### src/rtl/collision_pkg.sv
// Shared types and default geometry for the pipe collision engine.
package collision_pkg;

  typedef enum logic [1:0] {
    ST_IDLE = 2'd0,
    ST_PLAY = 2'd1,
    ST_HIT  = 2'd2
  } state_e;

  localparam int HIT_ID_W = 4;

  localparam int DEF_NUM_PIPES = 3;
  localparam int DEF_X_W       = 9;
  localparam int DEF_Y_W       = 7;
  localparam int DEF_BOX_X     = 4;
  localparam int DEF_BOX_W     = 1;
  localparam int DEF_BOX_H     = 1;
  localparam int DEF_PIPE_W    = 1;
  localparam int DEF_GAP_H     = 30;
  localparam int DEF_SCREEN_H  = 120;
  localparam int DEF_SCORE_W   = 8;

endpackage

### src/rtl/pipe_overlap.sv
// Combinational box-versus-pipe overlap test for one pipe channel.
// Sums are widened by two bits so gap bottoms past the screen never wrap.
module pipe_overlap
  import collision_pkg::*;
#(
  parameter int X_W      = DEF_X_W,
  parameter int Y_W      = DEF_Y_W,
  parameter int BOX_X    = DEF_BOX_X,
  parameter int BOX_W    = DEF_BOX_W,
  parameter int BOX_H    = DEF_BOX_H,
  parameter int PIPE_W   = DEF_PIPE_W,
  parameter int GAP_H    = DEF_GAP_H,
  parameter int SCREEN_H = DEF_SCREEN_H
) (
  input  logic [X_W-1:0] pipe_x,
  input  logic [Y_W-1:0] pipe_y,
  input  logic [Y_W-1:0] box_y,
  output logic           overlap,
  output logic [X_W+1:0] pipe_right
);

  localparam logic [X_W+1:0] BOX_L     = (X_W+2)'(BOX_X);
  localparam logic [X_W+1:0] BOX_R     = (X_W+2)'(BOX_X + BOX_W - 1);
  localparam logic [X_W+1:0] PIPE_W_M1 = (X_W+2)'(PIPE_W - 1);
  localparam logic [Y_W+1:0] BOX_H_M1  = (Y_W+2)'(BOX_H - 1);
  localparam logic [Y_W+1:0] GAP_SPAN  = (Y_W+2)'(GAP_H);
  localparam logic [Y_W+1:0] SCR_BOT   = (Y_W+2)'(SCREEN_H - 1);

  logic [X_W+1:0] pipe_l_s;
  logic [Y_W+1:0] box_top_s;
  logic [Y_W+1:0] box_bot_s;
  logic [Y_W+1:0] gap_top_s;
  logic [Y_W+1:0] gap_raw_s;
  logic [Y_W+1:0] gap_bot_s;
  logic           x_hit_s;
  logic           in_gap_s;

  assign pipe_l_s   = {2'b00, pipe_x};
  assign pipe_right = pipe_l_s + PIPE_W_M1;
  assign box_top_s  = {2'b00, box_y};
  assign box_bot_s  = box_top_s + BOX_H_M1;
  assign gap_top_s  = {2'b00, pipe_y};
  assign gap_raw_s  = gap_top_s + GAP_SPAN;
  // A gap reaching below the last screen row is clipped to that row.
  assign gap_bot_s  = (gap_raw_s > SCR_BOT) ? SCR_BOT : gap_raw_s;

  assign x_hit_s  = (pipe_right >= BOX_L) && (pipe_l_s <= BOX_R);
  assign in_gap_s = (box_top_s >= gap_top_s) && (box_bot_s <= gap_bot_s);
  assign overlap  = x_hit_s && !in_gap_s;

endmodule

### src/rtl/pipe_collision_engine.sv
// Round FSM, scoring and hit reporting for NUM_PIPES parallel pipe channels.
// Define GROUND_COLLIDE_EN to make the screen top/bottom rows fatal.
module pipe_collision_engine
  import collision_pkg::*;
#(
  parameter int NUM_PIPES = DEF_NUM_PIPES,
  parameter int X_W       = DEF_X_W,
  parameter int Y_W       = DEF_Y_W,
  parameter int BOX_X     = DEF_BOX_X,
  parameter int BOX_W     = DEF_BOX_W,
  parameter int BOX_H     = DEF_BOX_H,
  parameter int PIPE_W    = DEF_PIPE_W,
  parameter int GAP_H     = DEF_GAP_H,
  parameter int SCREEN_H  = DEF_SCREEN_H,
  parameter int SCORE_W   = DEF_SCORE_W
) (
  input  logic                     CLOCK_50,
  input  logic                     resetn,
  input  logic                     start,
  input  logic                     ack,
  input  logic [Y_W-1:0]           box_y,
  input  logic [NUM_PIPES*X_W-1:0] pipe_x,
  input  logic [NUM_PIPES*Y_W-1:0] pipe_y,
  output logic                     collided,
  output logic [HIT_ID_W-1:0]      hit_id,
  output logic [SCORE_W-1:0]       score,
  output logic                     playing
);

  localparam logic [X_W+1:0] BOX_L = (X_W+2)'(BOX_X);

  state_e                          state_r;
  logic                            collided_r;
  logic [HIT_ID_W-1:0]             hit_id_r;
  logic [SCORE_W-1:0]              score_r;
  logic                            playing_r;
  logic [NUM_PIPES-1:0][X_W+1:0]   prev_right_r;

  logic [NUM_PIPES-1:0]            ov_s;
  logic [NUM_PIPES-1:0]            pass_s;
  logic [NUM_PIPES-1:0][X_W+1:0]   right_s;
  logic                            any_ov_s;
  logic [HIT_ID_W-1:0]             first_s;
  logic [3:0]                      pass_cnt_s;
  logic                            edge_hit_s;
  logic                            hit_s;

  function automatic logic [SCORE_W-1:0] sat_add(input logic [SCORE_W-1:0] a,
                                                 input logic [3:0]         b);
    logic [SCORE_W+3:0] sum;
    sum = {4'b0000, a} + {{SCORE_W{1'b0}}, b};
    if (sum > {4'b0000, {SCORE_W{1'b1}}}) begin
      return {SCORE_W{1'b1}};
    end else begin
      return sum[SCORE_W-1:0];
    end
  endfunction

  for (genvar g = 0; g < NUM_PIPES; g++) begin : g_ch
    pipe_overlap #(
      .X_W(X_W), .Y_W(Y_W), .BOX_X(BOX_X), .BOX_W(BOX_W), .BOX_H(BOX_H),
      .PIPE_W(PIPE_W), .GAP_H(GAP_H), .SCREEN_H(SCREEN_H)
    ) u_overlap (
      .pipe_x    (pipe_x[g*X_W +: X_W]),
      .pipe_y    (pipe_y[g*Y_W +: Y_W]),
      .box_y     (box_y),
      .overlap   (ov_s[g]),
      .pipe_right(right_s[g])
    );
    // The pipe's right edge has just moved from at/after the box column to before it.
    assign pass_s[g] = (prev_right_r[g] >= BOX_L) && (right_s[g] < BOX_L);
  end

  // Lowest overlapping channel wins; NUM_PIPES stands for a screen-edge hit.
  always_comb begin
    any_ov_s   = 1'b0;
    first_s    = HIT_ID_W'(NUM_PIPES);
    pass_cnt_s = 4'd0;
    for (int i = NUM_PIPES - 1; i >= 0; i--) begin
      if (ov_s[i]) begin
        any_ov_s = 1'b1;
        first_s  = HIT_ID_W'(i);
      end else begin
        any_ov_s = any_ov_s;
      end
      pass_cnt_s = pass_cnt_s + {3'b000, pass_s[i]};
    end
  end

`ifdef GROUND_COLLIDE_EN
  localparam logic [Y_W+1:0] BOX_H_M1 = (Y_W+2)'(BOX_H - 1);
  localparam logic [Y_W+1:0] SCR_BOT  = (Y_W+2)'(SCREEN_H - 1);
  logic [Y_W+1:0] box_bot_s;
  assign box_bot_s  = {2'b00, box_y} + BOX_H_M1;
  assign edge_hit_s = (box_y == {Y_W{1'b0}}) || (box_bot_s >= SCR_BOT);
`else
  assign edge_hit_s = 1'b0;
`endif

  assign hit_s = any_ov_s || edge_hit_s;

  // Round FSM with registered status outputs and per-channel x history.
  always_ff @(posedge CLOCK_50 or negedge resetn) begin
    if (!resetn) begin
      state_r      <= ST_IDLE;
      collided_r   <= 1'b0;
      hit_id_r     <= {HIT_ID_W{1'b0}};
      score_r      <= {SCORE_W{1'b0}};
      playing_r    <= 1'b0;
      prev_right_r <= '0;
    end else begin
      prev_right_r <= right_s;
      case (state_r)
        ST_IDLE: begin
          if (start) begin
            state_r   <= ST_PLAY;
            score_r   <= {SCORE_W{1'b0}};
            playing_r <= 1'b1;
          end
        end
        ST_PLAY: begin
          if (hit_s) begin
            state_r    <= ST_HIT;
            collided_r <= 1'b1;
            playing_r  <= 1'b0;
            hit_id_r   <= first_s;
          end else begin
            score_r <= sat_add(score_r, pass_cnt_s);
          end
        end
        ST_HIT: begin
          if (ack) begin
            state_r    <= ST_IDLE;
            collided_r <= 1'b0;
          end
        end
        default: begin
          state_r    <= ST_IDLE;
          collided_r <= 1'b0;
          playing_r  <= 1'b0;
        end
      endcase
    end
  end

  assign collided = collided_r;
  assign hit_id   = hit_id_r;
  assign score    = score_r;
  assign playing  = playing_r;

endmodule

### config.mk
export PLATFORM = sky130hd
export DESIGN_NAME = pipe_collision_engine
export DESIGN_NICKNAME = d
export VERILOG_FILES = /design/src/rtl/collision_pkg.sv /design/src/rtl/pipe_overlap.sv /design/src/rtl/pipe_collision_engine.sv
export SDC_FILE = /design/constraint.sdc
export NUM_CORES = 1
export LEC_CHECK = 0
export ABC_AREA = 0
export BUFFER_PORTS_ARGS = -buffer_cell sky130_fd_sc_hd__buf_2
export CORE_ASPECT_RATIO = 2
export CORE_MARGIN = 2
export CORE_UTILIZATION = 30
export DETAILED_ROUTE_END_ITERATION = 12
export PLACE_DENSITY = 0.46
export SYNTH_ARGS = -nofsm -noshare
export SYNTH_HDL_FRONTEND = slang
export SYNTH_SLANG_ARGS = --single-unit
### constraint.sdc
create_clock -name CLOCK_50 -period 4.3 [get_ports CLOCK_50]
set_clock_uncertainty 0.1 [all_clocks]
set_input_delay 0.215 -clock CLOCK_50 [delete_from_list [all_inputs] [get_ports CLOCK_50]]
set_output_delay 0.215 -clock CLOCK_50 [all_outputs]
set_load 0.02 [all_outputs]
==> key figures <==
Clocking
  – CTS tree: built
  – Clock-pin slew on the worst setup and hold paths: 50 ps
  – Clk buf depth: 2
  – Cts repair resizes: 0
  – Clock Latency Late Sink: 280 ps
  – CTS buffer count: 5
  – H-Tree Depth: 2
  – CTS Sinks: 35
  – Clock root buffer: clkbuf_16

Setup path
  – Levels on crit path: 14
  – Setup crit end kind: register
  – Critical Path Fanout Max: 6
  – Crit-path slowest cell: or4_1
  – WP data arrival: 3780 ps
  – FF-to-FF End: score[3]
  – CP startpoint: prev_right_r[6]
  – Critical-path cell list: or4_1 > nor4_1 > nor3_1 > fa_1 > ha_1 > inv_1 > fa_1 > nor2b_1 > nand4_1 > inv_1 > nand3_1 > nand3_1 > o221ai_2 > a21oi_2
  – Crit path to: score[3]
  – R2R Path Start: prev_right_r[6]
  – Reg2reg path depth: 14
  – Setup slack, reg-to-reg: 620 ps
  – Type of origin of the critical path: register
  – Slowest stage delay, CP: 520 ps
  – Req. time, crit path: 4400 ps
  – CP top delay family: simple AND/OR/NAND/NOR gates
  – Kind of critical path: reg -> reg
  – Crit path buf inv count: 2

Timing
  – # setup viols final: 0
  – Setup TNS: 0 ps
  – Final Hold Viols: 0
  – Max-slew headroom: 47.3%
  – Fmax achieved: 272 MHz
  – Worst Setup Slack, final: 622 ps
  – Fin crit share: 85.5%
  – RSZ-0062 raised after global routing: false
  – Slew @ Worst Pin: 791 ps
  – Tmin final: 3680 ps
  – Final Slew Violations: 0

Logic synthesis
  – Synth top area share: 29.6%
  – FF+latch count, synth: 35
  – Ys flop type: dfrtp_1
  – Yosys cell types: 57
  – Yosys top cell by area: dfrtp_1
  – YS warnings: 0
  – Sequential-to-total area share from yosys stat: 29.6%
  – Synth Cell Area: 2960 sq um
  – Asr flop ratio synth: 100%
  – Syn Area/Cell: 9.31 sq um
  – EDFF count, synth: 0
  – Cell count after synthesis: 318
  – Largest cells by area after synthesis: dfrtp_1 (30%), ha_1 (21%), inv_1 (3.7%)

Placed design
  – Port Buffer Count: 70
  – Final Wtd Congestion: 0.723
  – Detailed placement HPWL: 6.65 mm
  – Placed inst area: 3440 sq um
  – Placement Setup Slack: 562 ps

Die
  – Starting Density: 30.5%
  – Die area: 10700 sq um
  – # rows: 51
  – I/O pin count: 73
  – Die Span Y: 144 um
  – Core area: 9700 sq um
  – Die width: 74.2 um

Global route
  – Antenna violations before repair: 0
  – GRT Total Usage: 15.0%
  – Number of global-route vias before repair: 2694
  – Remaining Overflow, GRT: 0
  – Pin count of the biggest net entering global routing: 36
  – First-pass GRT wire length: 12.3 mm

Status
  – Outcome: finished, final reports clean

Power
  – Pwr Density: 300 nW/um^2
  – Power Total: 1140 uW
  – Leak: 0.00182 uW
  – Peak VDD IR: 0.000153 V

Drt
  – DRT iter0 DRCs: 124
  – Routed WL per cell: 14.4 um
  – Vias per cell: 4.90
  – DRT Pass-1 Iters: 4
  – Antenna Nets Post-Route: 0
  – Vias: 2676
  – Post-route DRC: 0
  – Final WL: 7.84 mm

Hold path
  – Type of the tightest min-delay check: in -> reg
  – Worst hold path depth: 3

Finish
  – Fillers: 1024
  – Diode count: 0
  – Synth-to-Final Area Change: 28.4%
  – Commonest non-fill, non-tap cells in the layout: buf_2 (70), ha_1 (50), dfrtp_1 (35)
  – Post-route design area: 3800 sq um
  – Commonest non-fill, non-tap cell in the layout: buf_2
  – Final net count: 524
  – Share of layout cells above drive strength 1: 22.7%
  – Multi-input logic area: 1940 sq um
  – Reg area: 876 sq um

Run
  – Max-Cap Viols: 0
==> through the flow <==
stage,util [%],cells,hold WS (ps)
3_3_place_gp,35.5,516,239
6_report,39.2,546,141
3_5_place_dp,35.5,516,238
4_1_cts,39.2,546,133
2_1_floorplan,-,319,-181
5_1_grt,39.2,546,159
==> cell type report <==
| class | instances | area share (%) |
|---|---|---|
| multi-input combinational | 250 | 51.1 |
| sequential | 35 | 23.1 |
| timing repair buffer | 92 | 15.0 |
| tap | 132 | 4.35 |
| clock buffer | 7 | 3.49 |
| inverter | 29 | 2.87 |
| clock inverter | 1 | 0.132 |
==> worst min-delay path, delay by kind of cell <==
| kind | cells | cell delay [ps] |
|---|---|---|
| compound gates | 1 | 70 |
| buf+inv | 1 | 90 |
| simple gates | 1 | 100 |
==> state kept, by name, indices dropped and copies added (netlist names) <==
signal / cells
playing: 1
collided: 1
hit_id: 2
prev_right_r: 21
score: 8
state_r: 2
==> logic make-up (layout without fill, tap and decap cells) <==
family          after synthesis  after routing  share of synthesized area, %
fa+ha+maj                    54             54                          23.2
buf+inv                      34            129                          4.95
other cells                   1              2                         0.127
compound gates               83             83                          20.8
simple gates                106            106                          19.9
xor+xnor                      4              4                          1.18
flops                        35             35                          29.6
mux                           1              1                         0.338
==> synth_stat cells, drive strengths merged, types with 5 or more instances <==
| cell | n |
|---|---|
| ha | 50 |
| a21oi | 23 |
| o21ai | 12 |
| inv | 29 |
| nor4 | 8 |
| nand4 | 7 |
| o221ai | 5 |
| and2 | 6 |
| nor2 | 21 |
| nor3 | 6 |
| nand2b | 8 |
| nand2 | 22 |
| dfrtp | 35 |
| nand3 | 12 |
==> routing by layer <==
layer  vias up  wire length [um]  global-route usage (%)
met5         -                 0                       0
met4         0               105                    4.70
met3         8               258                    1.60
met2        60              4800                    31.9
met1      1249              2680                    13.6
li1       1359                 -                       -
==> what timing repair did <==
action / 4_1_cts / 5_1_grt
buffers inserted: 0 / 0
hold endpoints to repair: 56 / 0
hold buffers: 22 / 0
==> power breakdown <==
group | switching [uW] | total, uW | internal (uW) | leakage, uW
Combinational | 224 | 393 | 170 | 0.00133
Sequential | 34.6 | 406 | 371 | 0.000422
Clock | 128 | 342 | 214 | 0.0000679
Total | 386 | 1140 | 755 | 0.00182
==> worst min-delay path by stage <==
stage	to	slack, ps	startpoint
5_1_grt	state_r[1]	160	ack
4_1_cts	state_r[1]	130	ack
6_report	state_r[1]	140	ack
3_5_place_dp	prev_right_r[18]	240	pipe_x[16]
3_3_place_gp	prev_right_r[25]	240	resetn
2_1_floorplan	collided	-180	resetn
(Power assumes the default switching activity.)
